[src/rtl/rib_arbiter.sv]
// Three-master RIB bus arbiter (m0 JTAG > m1 EX > m2 fetch) with slave decode,
// bounded m0 bus ownership and a sticky decode-error capture.
module rib_arbiter #(
    parameter int ADDR_W   = 32,
    parameter int DATA_W   = 32,
    parameter int NUM_SLV  = 4,
    parameter int MAX_HOLD = 16
) (
    input  logic                      clk,
    input  logic                      rst,
    input  logic                      m0_req,
    input  logic                      m0_we,
    input  logic [ADDR_W-1:0]         m0_addr,
    input  logic [DATA_W-1:0]         m0_wdata,
    output logic                      m0_gnt,
    output logic [DATA_W-1:0]         m0_rdata,
    input  logic                      m1_req,
    input  logic                      m1_we,
    input  logic [ADDR_W-1:0]         m1_addr,
    input  logic [DATA_W-1:0]         m1_wdata,
    output logic                      m1_gnt,
    output logic [DATA_W-1:0]         m1_rdata,
    input  logic                      m2_req,
    input  logic                      m2_we,
    input  logic [ADDR_W-1:0]         m2_addr,
    input  logic [DATA_W-1:0]         m2_wdata,
    output logic                      m2_gnt,
    output logic [DATA_W-1:0]         m2_rdata,
    output logic [NUM_SLV-1:0]        s_req,
    output logic                      s_we,
    output logic [ADDR_W-1:0]         s_addr,
    output logic [DATA_W-1:0]         s_wdata,
    input  logic [NUM_SLV*DATA_W-1:0] s_rdata,
    output logic                      hold_flag_o,
    output logic                      err_o,
    output logic [ADDR_W-1:0]         err_addr_o
);

    typedef enum logic {IDLE, LOCK0} state_t;

    localparam logic [4:0] NSLV = 5'(NUM_SLV);
    localparam logic [7:0] LAST = 8'(MAX_HOLD - 1);

    state_t            state_q, state_d;
    logic [7:0]        cnt_q, cnt_d;
    logic              cool_q, cool_d;
    logic              g0, g1, g2, any_gnt;
    logic              sel_we, dec_ok;
    logic [ADDR_W-1:0] sel_addr;
    logic [DATA_W-1:0] sel_wdata, rd;
    logic [3:0]        idx;

    // Grant and decode are purely combinational so fetch/load reads see zero wait.
    always_comb begin
        g0        = ~rst & m0_req & ~cool_q;
        g1        = ~rst & ~g0 & m1_req;
        g2        = ~rst & ~g0 & ~m1_req & m2_req;
        any_gnt   = g0 | g1 | g2;
        sel_we    = 1'b0;
        sel_addr  = '0;
        sel_wdata = '0;
        if (g0) begin
            sel_we    = m0_we;
            sel_addr  = m0_addr;
            sel_wdata = m0_wdata;
        end else if (g1) begin
            sel_we    = m1_we;
            sel_addr  = m1_addr;
            sel_wdata = m1_wdata;
        end else if (g2) begin
            sel_we    = m2_we;
            sel_addr  = m2_addr;
            sel_wdata = m2_wdata;
        end
        idx    = sel_addr[ADDR_W-1 -: 4];
        dec_ok = any_gnt && ({1'b0, idx} < NSLV);
        s_req  = '0;
        rd     = '0;
        for (int i = 0; i < NUM_SLV; i++) begin
            if (dec_ok && idx == 4'(i)) begin
                s_req[i] = 1'b1;
                rd       = s_rdata[i*DATA_W +: DATA_W];
            end
        end
    end

    assign m0_gnt      = g0;
    assign m1_gnt      = g1;
    assign m2_gnt      = g2;
    assign m0_rdata    = g0 ? rd : '0;
    assign m1_rdata    = g1 ? rd : '0;
    assign m2_rdata    = g2 ? rd : '0;
    assign s_we        = sel_we;
    assign s_addr      = {4'b0000, sel_addr[ADDR_W-5:0]};
    assign s_wdata     = sel_wdata;
    assign hold_flag_o = ~rst & m2_req & ~g2;

    // The MAX_HOLD-th consecutive m0 grant releases the lock; the next cycle is the cool-down.
    always_comb begin
        state_d = state_q;
        cnt_d   = cnt_q;
        cool_d  = 1'b0;
        case (state_q)
            IDLE: begin
                if (g0) begin
                    state_d = LOCK0;
                    cnt_d   = 8'd1;
                end
            end
            LOCK0: begin
                if (!m0_req) begin
                    state_d = IDLE;
                    cnt_d   = 8'd0;
                end else if (cnt_q == LAST) begin
                    state_d = IDLE;
                    cnt_d   = 8'd0;
                    cool_d  = 1'b1;
                end else begin
                    cnt_d = cnt_q + 8'd1;
                end
            end
            default: begin
                state_d = IDLE;
                cnt_d   = 8'd0;
            end
        endcase
    end

    always_ff @(posedge clk) begin
        if (rst) begin
            state_q    <= IDLE;
            cnt_q      <= 8'd0;
            cool_q     <= 1'b0;
            err_o      <= 1'b0;
            err_addr_o <= '0;
        end else begin
            state_q <= state_d;
            cnt_q   <= cnt_d;
            cool_q  <= cool_d;
            if (any_gnt && !dec_ok) begin
                err_o <= 1'b1;
                if (!err_o) err_addr_o <= sel_addr;
            end
        end
    end

endmodule
[config.mk]
export PLATFORM = sky130hd
export DESIGN_NAME = rib_arbiter
export DESIGN_NICKNAME = d
export VERILOG_FILES = /design/src/rtl/rib_arbiter.sv
export SDC_FILE = /design/constraint.sdc
export NUM_CORES = 1
export LEC_CHECK = 0
export ABC_AREA = 0
export BUFFER_PORTS_ARGS = -buffer_cell sky130_fd_sc_hd__buf_4
export CORE_AREA = 4 4 205 207
export DETAILED_ROUTE_END_ITERATION = 16
export DIE_AREA = 0 0 209 211
export PLACE_DENSITY = 0.47
export SYNTH_ARGS = -nofsm -noshare
export SYNTH_HDL_FRONTEND = slang
export SYNTH_SLANG_ARGS = --single-unit
[constraint.sdc]
create_clock -name clk -period 5 [get_ports clk]
set_input_delay 0.5 -clock clk [delete_from_list [all_inputs] [get_ports clk]]
set_output_delay 0.5 -clock clk [all_outputs]
set_load 0.01 [all_outputs]
# [Yosys cells after proc, flatten, opt, wreduce, memory -nomap -nowiden]
# Index checks and enable logic that the tools add are counted.
[word_totals] ff_bits=43 latch_bits=0 ramBits=0 mem_bits_ro=0 out_inout_bits=202 word_cells=69 memories=0
[classes] addsub=1 multipliers=0 div_mod_pow=0 n_lt_le_gt_ge=1 n_eq_ne=5 shift=0 n_mux=29 bitwise=18 n_reduce_logical=10
[op_table] cell="2-to-1 mux 32 bit" n=13
[op_table] cell="2-to-1 mux 8 bit" n=3
[op_table] cell="one-hot mux 8 bit (2 select lines)" n=1
[op_table] cell="2-to-1 mux 1 bit" n=11
[op_table] cell="adder 8 x 1 -> 8 bit (second input constant)" n=1
[op_table] cell="AND 1 bit" n=8
[op_table] cell="equality test 4 x 2 -> 1 bit (second input constant)" n=2
[op_table] cell="equality test 8 x 4 -> 1 bit (second input constant)" n=1
[op_table] cell="NOT 1 bit" n=8
[op_table] cell="logical AND 1 bit" n=6
[op_table] cell="equality test 4 x 1 -> 1 bit (second input constant)" n=1
[op_table] cell="zero test 4 bit" n=1
[op_table] cell="less-than comparator 4 x 3 -> 1 bit (second input constant)" n=1
[op_table] cell="OR reduction 3 bit" n=1
[op_table] cell="inequality test 2 bit (second input constant)" n=1
[op_table] cell="OR 1 bit" n=2
[op_table] cell="one-hot mux 1 bit (2 select lines)" n=1
[op_table] cell="AND reduction 2 bit" n=1
[op_table] cell="zero test 1 bit" n=1

# [Depth between registers and ports, before layout]
# Gate-level depths: netlist (run 1).
[depth] word_depth=18 depth_mapped=10 depth_no_buf=6

# [Worst setup path before layout (run 1)]
# No wires, ideal clock.
[synth_path] path_kind="input -> output" startpoint="input m0_req" endpoint="output m0_rdata[23]" arrival_time_ns=2.236 required_time_ns=4.500 slack_ns=2.264 cell_stages=8 path_buffers=3 cell_sequence="buf_4 -> nor3b_1 -> a311oi_2 -> buf_6 -> buf_2 -> mux2i_1 -> nor2_1 -> a221o_1"
[synth_via] elab_chain_len=17 elab_cells_between_ends=27 cone_classes="order compare (1); eq/ne (3); mux (8); bitwise (9); reduce/logical (6)"
[synth_rtl] item="start, declared" line="11" rtl="input logic m0_req,"
[synth_rtl] item="AND 1 bit * (2 in series)" line="55" rtl="g0 = ~rst & m0_req & ~cool_q;"
[synth_rtl] item="NOT 1 bit" line="56, 57"
[synth_rtl] item="AND 1 bit" line="56, 57"
[synth_rtl] item="AND 1 bit (2 in series)" line="57" rtl="g2 = ~rst & ~g0 & ~m1_req & m2_req;"
[synth_rtl] item="2-to-1 mux 32 bit" line="70" rtl="end else if (g2) begin"
[synth_rtl] item="2-to-1 mux 32 bit" line="66" rtl="end else if (g1) begin"
[synth_rtl] item="2-to-1 mux 32 bit" line="62" rtl="if (g0) begin"
[synth_rtl] item="less-than comparator 4 x 3 -> 1 bit" line="76" rtl="dec_ok = any_gnt && ({1'b0, idx} < NSLV);"
[synth_rtl] item="logical AND 1 bit" line="76"
[synth_rtl] item="logical AND 1 bit" line="80" rtl="if (dec_ok && idx == 4'(i)) begin"
[synth_rtl] item="2-to-1 mux 32 bit (4 in series)" line="80"
[synth_rtl] item="2-to-1 mux 32 bit *" line="90" rtl="assign m0_rdata = g0 ? rd : '0;"
[synth_rtl] item="end, declared" line="16" rtl="output logic [DATA_W-1:0] m0_rdata,"
# Mark *: on every way between the ends. The rest lies on a longest branch, timed or not.

# [Worst setup path after layout (run 1)]
[layout_path] startpoint="input rst" endpoint="output m0_rdata[30]"
[layout_via] elab_chain_len=18 elab_cells_between_ends=28 cone_classes="order compare (1); eq/ne (3); mux (8); bitwise (10); reduce/logical (6)"
[layout_rtl] item="start, declared" line="10" rtl="input logic rst,"
[layout_rtl] item="NOT 1 bit *" line="55, 56, 57"
[layout_rtl] item="AND 1 bit (2 in series)" line="55"
[layout_rtl] item="NOT 1 bit" line="56, 57"
[layout_rtl] item="AND 1 bit" line="56, 57"
[layout_rtl] item="AND 1 bit (2 in series)" line="57"
[layout_rtl] item="2-to-1 mux 32 bit" line="70"
[layout_rtl] item="2-to-1 mux 32 bit" line="66"
[layout_rtl] item="2-to-1 mux 32 bit" line="62"
[layout_rtl] item="less-than comparator 4 x 3 -> 1 bit" line="76"
[layout_rtl] item="logical AND 1 bit" line="76"
[layout_rtl] item="logical AND 1 bit" line="80"
[layout_rtl] item="2-to-1 mux 32 bit (4 in series)" line="80"
[layout_rtl] item="2-to-1 mux 32 bit *" line="90"
# Marks and branches as above.

==> flow_metrics.env, run 1 <==
export IMPL_run_status="finished clean"
export IMPL_num_vias=7572
export IMPL_grt_pass1_wl_um=47100
export IMPL_regArea_sq_um=861
export IMPL_grt_pass1_vias=7729
export IMPL_hold_buffers=0
export IMPL_combPwrFrac_pct=47.9
export IMPL_async_reset_ff_share_pct=0
export IMPL_layout_cells_non_filler=1696
export IMPL_synth_edf_count=0
export IMPL_die_width_um=209
export IMPL_clock_latency_ps=290
export IMPL_cap_violations=0
export IMPL_ys_seq_elements=43
export IMPL_io_buffers=525
export IMPL_start_util_pct=12.8
export IMPL_rsz0062_at_grt="no"
export IMPL_antenna_left=0
export IMPL_yosysUniqueCellTypes=51
export IMPL_firstDrtPassIters=5
export IMPL_p_per_area_nw_per_um2=150
export IMPL_ys_flop_type="dfxtp_1"
export IMPL_cts_root_buf="clkbuf_16"
export IMPL_finalNetCount=1492
export IMPL_drc_errors=0
export IMPL_final_common_cell="buf_4"
export IMPL_max_freq_mhz=285
export IMPL_seqPwrFrac_pct=25.9
export IMPL_setup_worst_path_start_class="input pin"
export IMPL_final_cell_mix="buf_4, nor2_1, a221o_1, a221oi_1, mux2i_1"
export IMPL_diodes=0
export IMPL_cts_tree="yes"
export IMPL_critPathMaxFanout=21
export IMPL_grt_max_degree=66
export IMPL_period_minus_slack_ps=3510
export IMPL_dieArea_sq_um=44100
export IMPL_drive_gt1_share_pct=48.6
export IMPL_htreeDepth=2
export IMPL_switching_share_pct=33.6
export IMPL_period_share_pct=70.1
export IMPL_overflow=0
export IMPL_cp_end_kind="output pin"
export IMPL_clkTransAtPathRegs_ps=70
export IMPL_p_leak_nw=4.76
export IMPL_seq_area_frac_synth_pct=16.6
export IMPL_cp_required_ps=4500
export IMPL_grt_usage_pct=13.4
export IMPL_multi_input_area_sq_um=3760
export IMPL_syn_area_sq_um=5170
export IMPL_clockBufferDepth=2
export IMPL_syn_area_per_cell_sq_um=7.23
export IMPL_num_rows=74
export IMPL_dp_cells=1688
export IMPL_cts_buffers=5
export IMPL_globalplace_congestion=0.897
export IMPL_pin_count=530
export IMPL_drtIter0Drc=435
export IMPL_peakVddDrop_v=0.000113
export IMPL_final_fill_count=4490
export IMPL_fin_skew_ps=6.24
export IMPL_p_clk_share_pct=26.3
export IMPL_core_region_area_sq_um=40400
export IMPL_wl_per_cell_um=19.3
export IMPL_max_slew_margin_pct=35.9
export IMPL_crit_type="in2out"
export IMPL_hold_violations=0
export IMPL_cts_sink_count=43
export IMPL_p_total_w=0.00144
export IMPL_hpwl_um=26700
export IMPL_antenna_found_initial=0
export IMPL_synth_cells=715
export IMPL_die_h_um=211
export IMPL_p_int_w=0.000954
export IMPL_syn_to_final_growth_pct=84.6
export IMPL_cts_resized=0
export IMPL_worst_hold_path_type="reg2reg"
export IMPL_cts_setup_buffers=0
export IMPL_worstPathArrival_ps=3010
export IMPL_yosys_warnings=0
export IMPL_via_per_inst=4.46
export IMPL_setup_viol=0
export IMPL_routed_wirelength_um=32700
export IMPL_worst_pin_slew_ps=961
export IMPL_p_sw_w=0.000482
export IMPL_maxSlewViolCount=0
export IMPL_tns_ps=0
## power groups by stage
stage                     sequential [W]  clock [W]  combinational [W]
after detailed placement        0.000379          0           0.000693
final                           0.000371   0.000377           0.000687
after global placement          0.000379          0           0.000691
after floorplan                 0.000384          0           0.000290
after CTS                       0.000372   0.000393           0.000695
after global routing            0.000373   0.000412           0.000739
## critical path, stage by stage
cell	delay [ps]
buf_4	170
or3b_2	510
nor3_1	270
and3_1	850
buf_4	350
a221o_1	200
buf_4	130
## per-stage QoR
stage / utilization, % / setup WS, ps / area [sq um] / hold WS [ps]
after CTS: 23.7 / 1510 / 9550 / 470
after global routing: 23.7 / 1340 / 9550 / 506
after global placement: 23.2 / 1550 / 9380 / 452
final: 23.7 / 1490 / 9550 / 471
after detailed placement: 23.2 / 1520 / 9380 / 458
after floorplan: - / 2260 / 5180 / 472
## synthesized netlist by cell type, types with 2 or more instances
library cell	n	area share (%)
nor3_1	3	0.29
nand4_1	2	0.24
nor3_2	2	0.39
nor3b_1	4	0.58
a31o_2	2	0.34
dfxtp_1	43	17
and2_1	2	0.24
o2111a_1	2	0.44
nand3_1	3	0.29
xor2_1	3	0.51
o21ai_1	2	0.19
a221oi_1	61	10
nand2b_1	2	0.24
a21o_1	2	0.29
buf_1	7	0.51
and3_1	5	0.60
nand2_1	12	0.87
buf_6	4	0.87
mux2i_1	61	12
buf_2	34	3.3
buf_4	36	5.2
clkbuf_1	22	1.6
inv_1	3	0.22
a21oi_1	6	0.58
nor2_1	263	19
nand3_2	2	0.39
a31oi_1	2	0.24
nor2b_1	4	0.48
nand3b_1	3	0.44
nor4_1	2	0.24
a211o_1	3	0.51
xnor2_1	3	0.51
a221o_1	92	18
## registers in the layout (all words and copies together), names as in the netlist
register    flops
err_addr_o     32
cnt_q           8
cool_q          1
err_o           1
state_q         1
## cell families after synthesis
kind of cell	synth area share, %
other	0.0725
muxes	11.8
DFF	16.6
and+or+nand+nor	26.4
adders and majority gates	0.242
AOI/OAI and AO/OA	32.0
xor gates and xnor gates	1.02
buffers and inverters	11.8
## layout make-up
type / count / share of cell area (%)
Sequential cell: 43 / 9.01
Tap cell: 532 / 6.97
Inverter: 4 / 0.157
Clock inverter: 3 / 0.459
Timing Repair Buffer: 541 / 42.7
Multi-Input combinational cell: 568 / 39.4
Clock buffer: 5 / 1.31
## routing by layer
metal	vias to the layer above	GRT usage, %	part of all wire [%]
li1	3544	-	-
met1	3601	15.6	38
met2	403	25.6	53
met3	24	2.38	6.8
met4	0	2.93	2.1
met5	-	0	0
## worst paths after layout
| kind | startpoint | to | slack [ps] | cells past startpoint |
|---|---|---|---|---|
| setup reg to reg | cool_q | err_addr_o[24] | 2640 | 7 |
| setup / recovery | rst | m0_rdata[30] | 1490 | 7 |
| hold / removal | err_addr_o[30] | err_addr_o[30] | 470 | 2 |
| hold reg to reg | err_addr_o[30] | err_addr_o[30] | 470 | 2 |
No activity file was read; power rests on OpenSTA's default activity.
==> run 2, diff against run 1 <==
- CORE_AREA: 4 4 205 207 -> 4 4 207 209
- DIE_AREA: 0 0 209 211 -> 0 0 211 213
- PLACE_DENSITY: 0.47 -> 0.46
- clock period: 5 -> 3.7 ns (I/O delays scaled with it)
==> run 2 against run 1 <==
  * Wire length up 5.0%
  * Clock-buffer cell count up 1
  * Die area up 1.9%
  * Final cell count unchanged
  * Flip-flop and latch count unchanged
  * Non-clock buffer count unchanged
  * Cell area up 0.13%
==> flow_metrics.env, run 2 (synthesis results as in run 1) <==
export IMPL_hold_violations=0
export IMPL_cts_buffers=5
export IMPL_die_width_um=211
export IMPL_stdcell_area_sq_um=9560
export IMPL_maxSlewViolCount=0
export IMPL_start_util_pct=12.7
export IMPL_reg2reg_from="cool_q"
export IMPL_num_vias=7576
export IMPL_p_per_area_nw_per_um2=203
export IMPL_drc_errors=0
export IMPL_slowest_stage="o31ai_4"
export IMPL_wl_per_cell_um=20.3
export IMPL_pin_count=530
export IMPL_die_h_um=213
export IMPL_r2r_worst_path_cells=7
export IMPL_path_depth=8
export IMPL_rsz0062_at_grt="no"
export IMPL_critical_path_endpoint="m2_rdata[2]"
export IMPL_grtUsageMet3_pct=3.36
export IMPL_run_status="finished clean"
export IMPL_peakVddDrop_v=0.000134
export IMPL_routed_wirelength_um=34400
export IMPL_setup_viol=0
export IMPL_worstSetupStartpoint="cool_q"
export IMPL_dieArea_sq_um=44900
export IMPL_cp_required_ps=3330
export IMPL_worstPathArrival_ps=2880
export IMPL_htreeDepth=2
export IMPL_regMostFlops="err_addr_o"
export IMPL_grt_usage_pct=13.9
export IMPL_clkTransAtPathRegs_ps=60
export IMPL_p_leak_nw=4.75
export IMPL_grt_pass1_vias=7659
export IMPL_io_buffers=525
export IMPL_drtIter0Drc=394
export IMPL_top_regs="err_addr_o: 32 flops, cnt_q: 8 flops"
export IMPL_clockBufferDepth=2
export IMPL_cts_tree="yes"
export IMPL_post_dp_cell_area_sq_um=9390
export IMPL_grt_busiest_layer="met2"
export IMPL_critPathMaxStageDelay_ps=720
export IMPL_fin_skew_ps=3.63
export IMPL_final_fill_count=4516
export IMPL_globalplace_congestion=0.816
export IMPL_drive_gt1_share_pct=48.5
export IMPL_final_common_cell="buf_4"
export IMPL_setup_worst_path_start_class="flop"
export IMPL_cts_sink_count=43
export IMPL_worstReg2RegEnd="err_addr_o[24]"
export IMPL_rrSetupSlack_ps=1380
export IMPL_use_met2_pct=26.3
export IMPL_period_minus_slack_ps=3250
export IMPL_period_share_pct=87.8
export IMPL_hold_buffers=0
export IMPL_hpwl_um=28100
export IMPL_use_met1_pct=15.6
export IMPL_grt_pass1_wl_um=48300
export IMPL_largest_reg_flops=32
export IMPL_grt_max_degree=66
export IMPL_worstPathBufferInverterCount=3
export IMPL_crit_chain="or3b_2 -> inv_2 -> o31ai_4 -> nor3_2 -> and2_1 -> buf_4 -> a221o_1 -> buf_4"
export IMPL_max_freq_mhz=308
export IMPL_multi_input_area_sq_um=3770
export IMPL_via_per_inst=4.47
export IMPL_final_cell_mix="buf_4, nor2_1, a221o_1, a221oi_1, mux2i_1"
export IMPL_cts_root_buf="clkbuf_16"
export IMPL_worst_pin_slew_ps=818
export IMPL_cts_resized=0
export IMPL_critPathMaxFanout=29
export IMPL_core_region_area_sq_um=40800
export IMPL_hp_start="m0_req"
export IMPL_max_slew_margin_pct=45.5
export IMPL_antenna_left=0
export IMPL_cap_violations=0
export IMPL_regArea_sq_um=861
export IMPL_cts_setup_buffers=0
export IMPL_tns_ps=0
export IMPL_crit_type="reg2out"
export IMPL_antenna_found_initial=2
export IMPL_num_rows=74
export IMPL_cp_end_kind="output pin"
export IMPL_firstDrtPassIters=5
export IMPL_critPathTopFamily="compound AO/OA/AOI/OAI gates"
export IMPL_overflow=0
export IMPL_syn_to_final_growth_pct=84.9
export IMPL_cp_common_cell="buf_4"
export IMPL_worst_hold_path_type="in2reg"
export IMPL_finalNetCount=1492
export IMPL_clock_latency_ps=290
## run 2: cell count changes in the layout (fill, tap and decap cells not counted)
cell / before / now
buf_12: 1 / 2
buf_4: 540 / 539
clkbuf_1: 0 / 1
clkinv_2: 1 / 0
clkinv_4: 1 / 0
diode_2: 0 / 1
nand3_2: 2 / 1
nand3_4: 0 / 1
## run 2: worst min path at each step
| stage | depth (start not counted) | end |
|---|---|---|
| 6_report | 3 | cool_q |
| 5_1_grt | 3 | cool_q |
| 4_1_cts | 3 | cool_q |
| 3_5_place_dp | 2 | err_addr_o[31] |
| 3_3_place_gp | 2 | err_addr_o[30] |
| 2_1_floorplan | 2 | cnt_q[1] |
## run 2: cell type report
cell class,count,area share [%]
Clock buffer,6,1.35
Inverter,4,0.157
Timing Repair Buffer,541,42.7
Sequential cell,43,9.00
Tap cell,532,6.96
Multi-Input combinational cell,568,39.5
Antenna cell,1,0.0262
Clock inverter,1,0.314
## run 2: power by group
part	switching (W)	total, W	internal [W]	leakage, nW
sequential	0.0000145	0.000502	0.000487	0.350
combinational	0.000456	0.000940	0.000484	4.33
clock	0.000185	0.000500	0.000315	0.0769
total	0.000655	0.00194	0.00129	4.75
## run 2: layer usage
layer	routed length, um	vias up
met2	18100	406
met4	581	2
met5	13	-
met3	2620	26
met1	13000	3595
li1	-	3547
## run 2: worst reg2reg max path, cell delays in order, from the launching register on
cell and delay (ps):
dfxtp_1 350, or3b_2 540, inv_2 110, buf_4 580, a221oi_1 170, nor2_1 300
mux2i_1 120, nor2_1 90
## run 2: through the flow
stage | worst slack, ps | hold slack [ps] | util [%] | cells | total power [W]
after global placement | 371 | 452 | 23.0 | 1688 | 0.00146
after global routing | 308 | 406 | 23.4 | 1696 | 0.00206
final | 450 | 407 | 23.4 | 1696 | 0.00194
after detailed placement | 262 | 455 | 23.0 | 1688 | 0.00147
after floorplan | 1220 | 472 | - | 718 | 0.000912
after CTS | 138 | 387 | 23.4 | 1695 | 0.00198
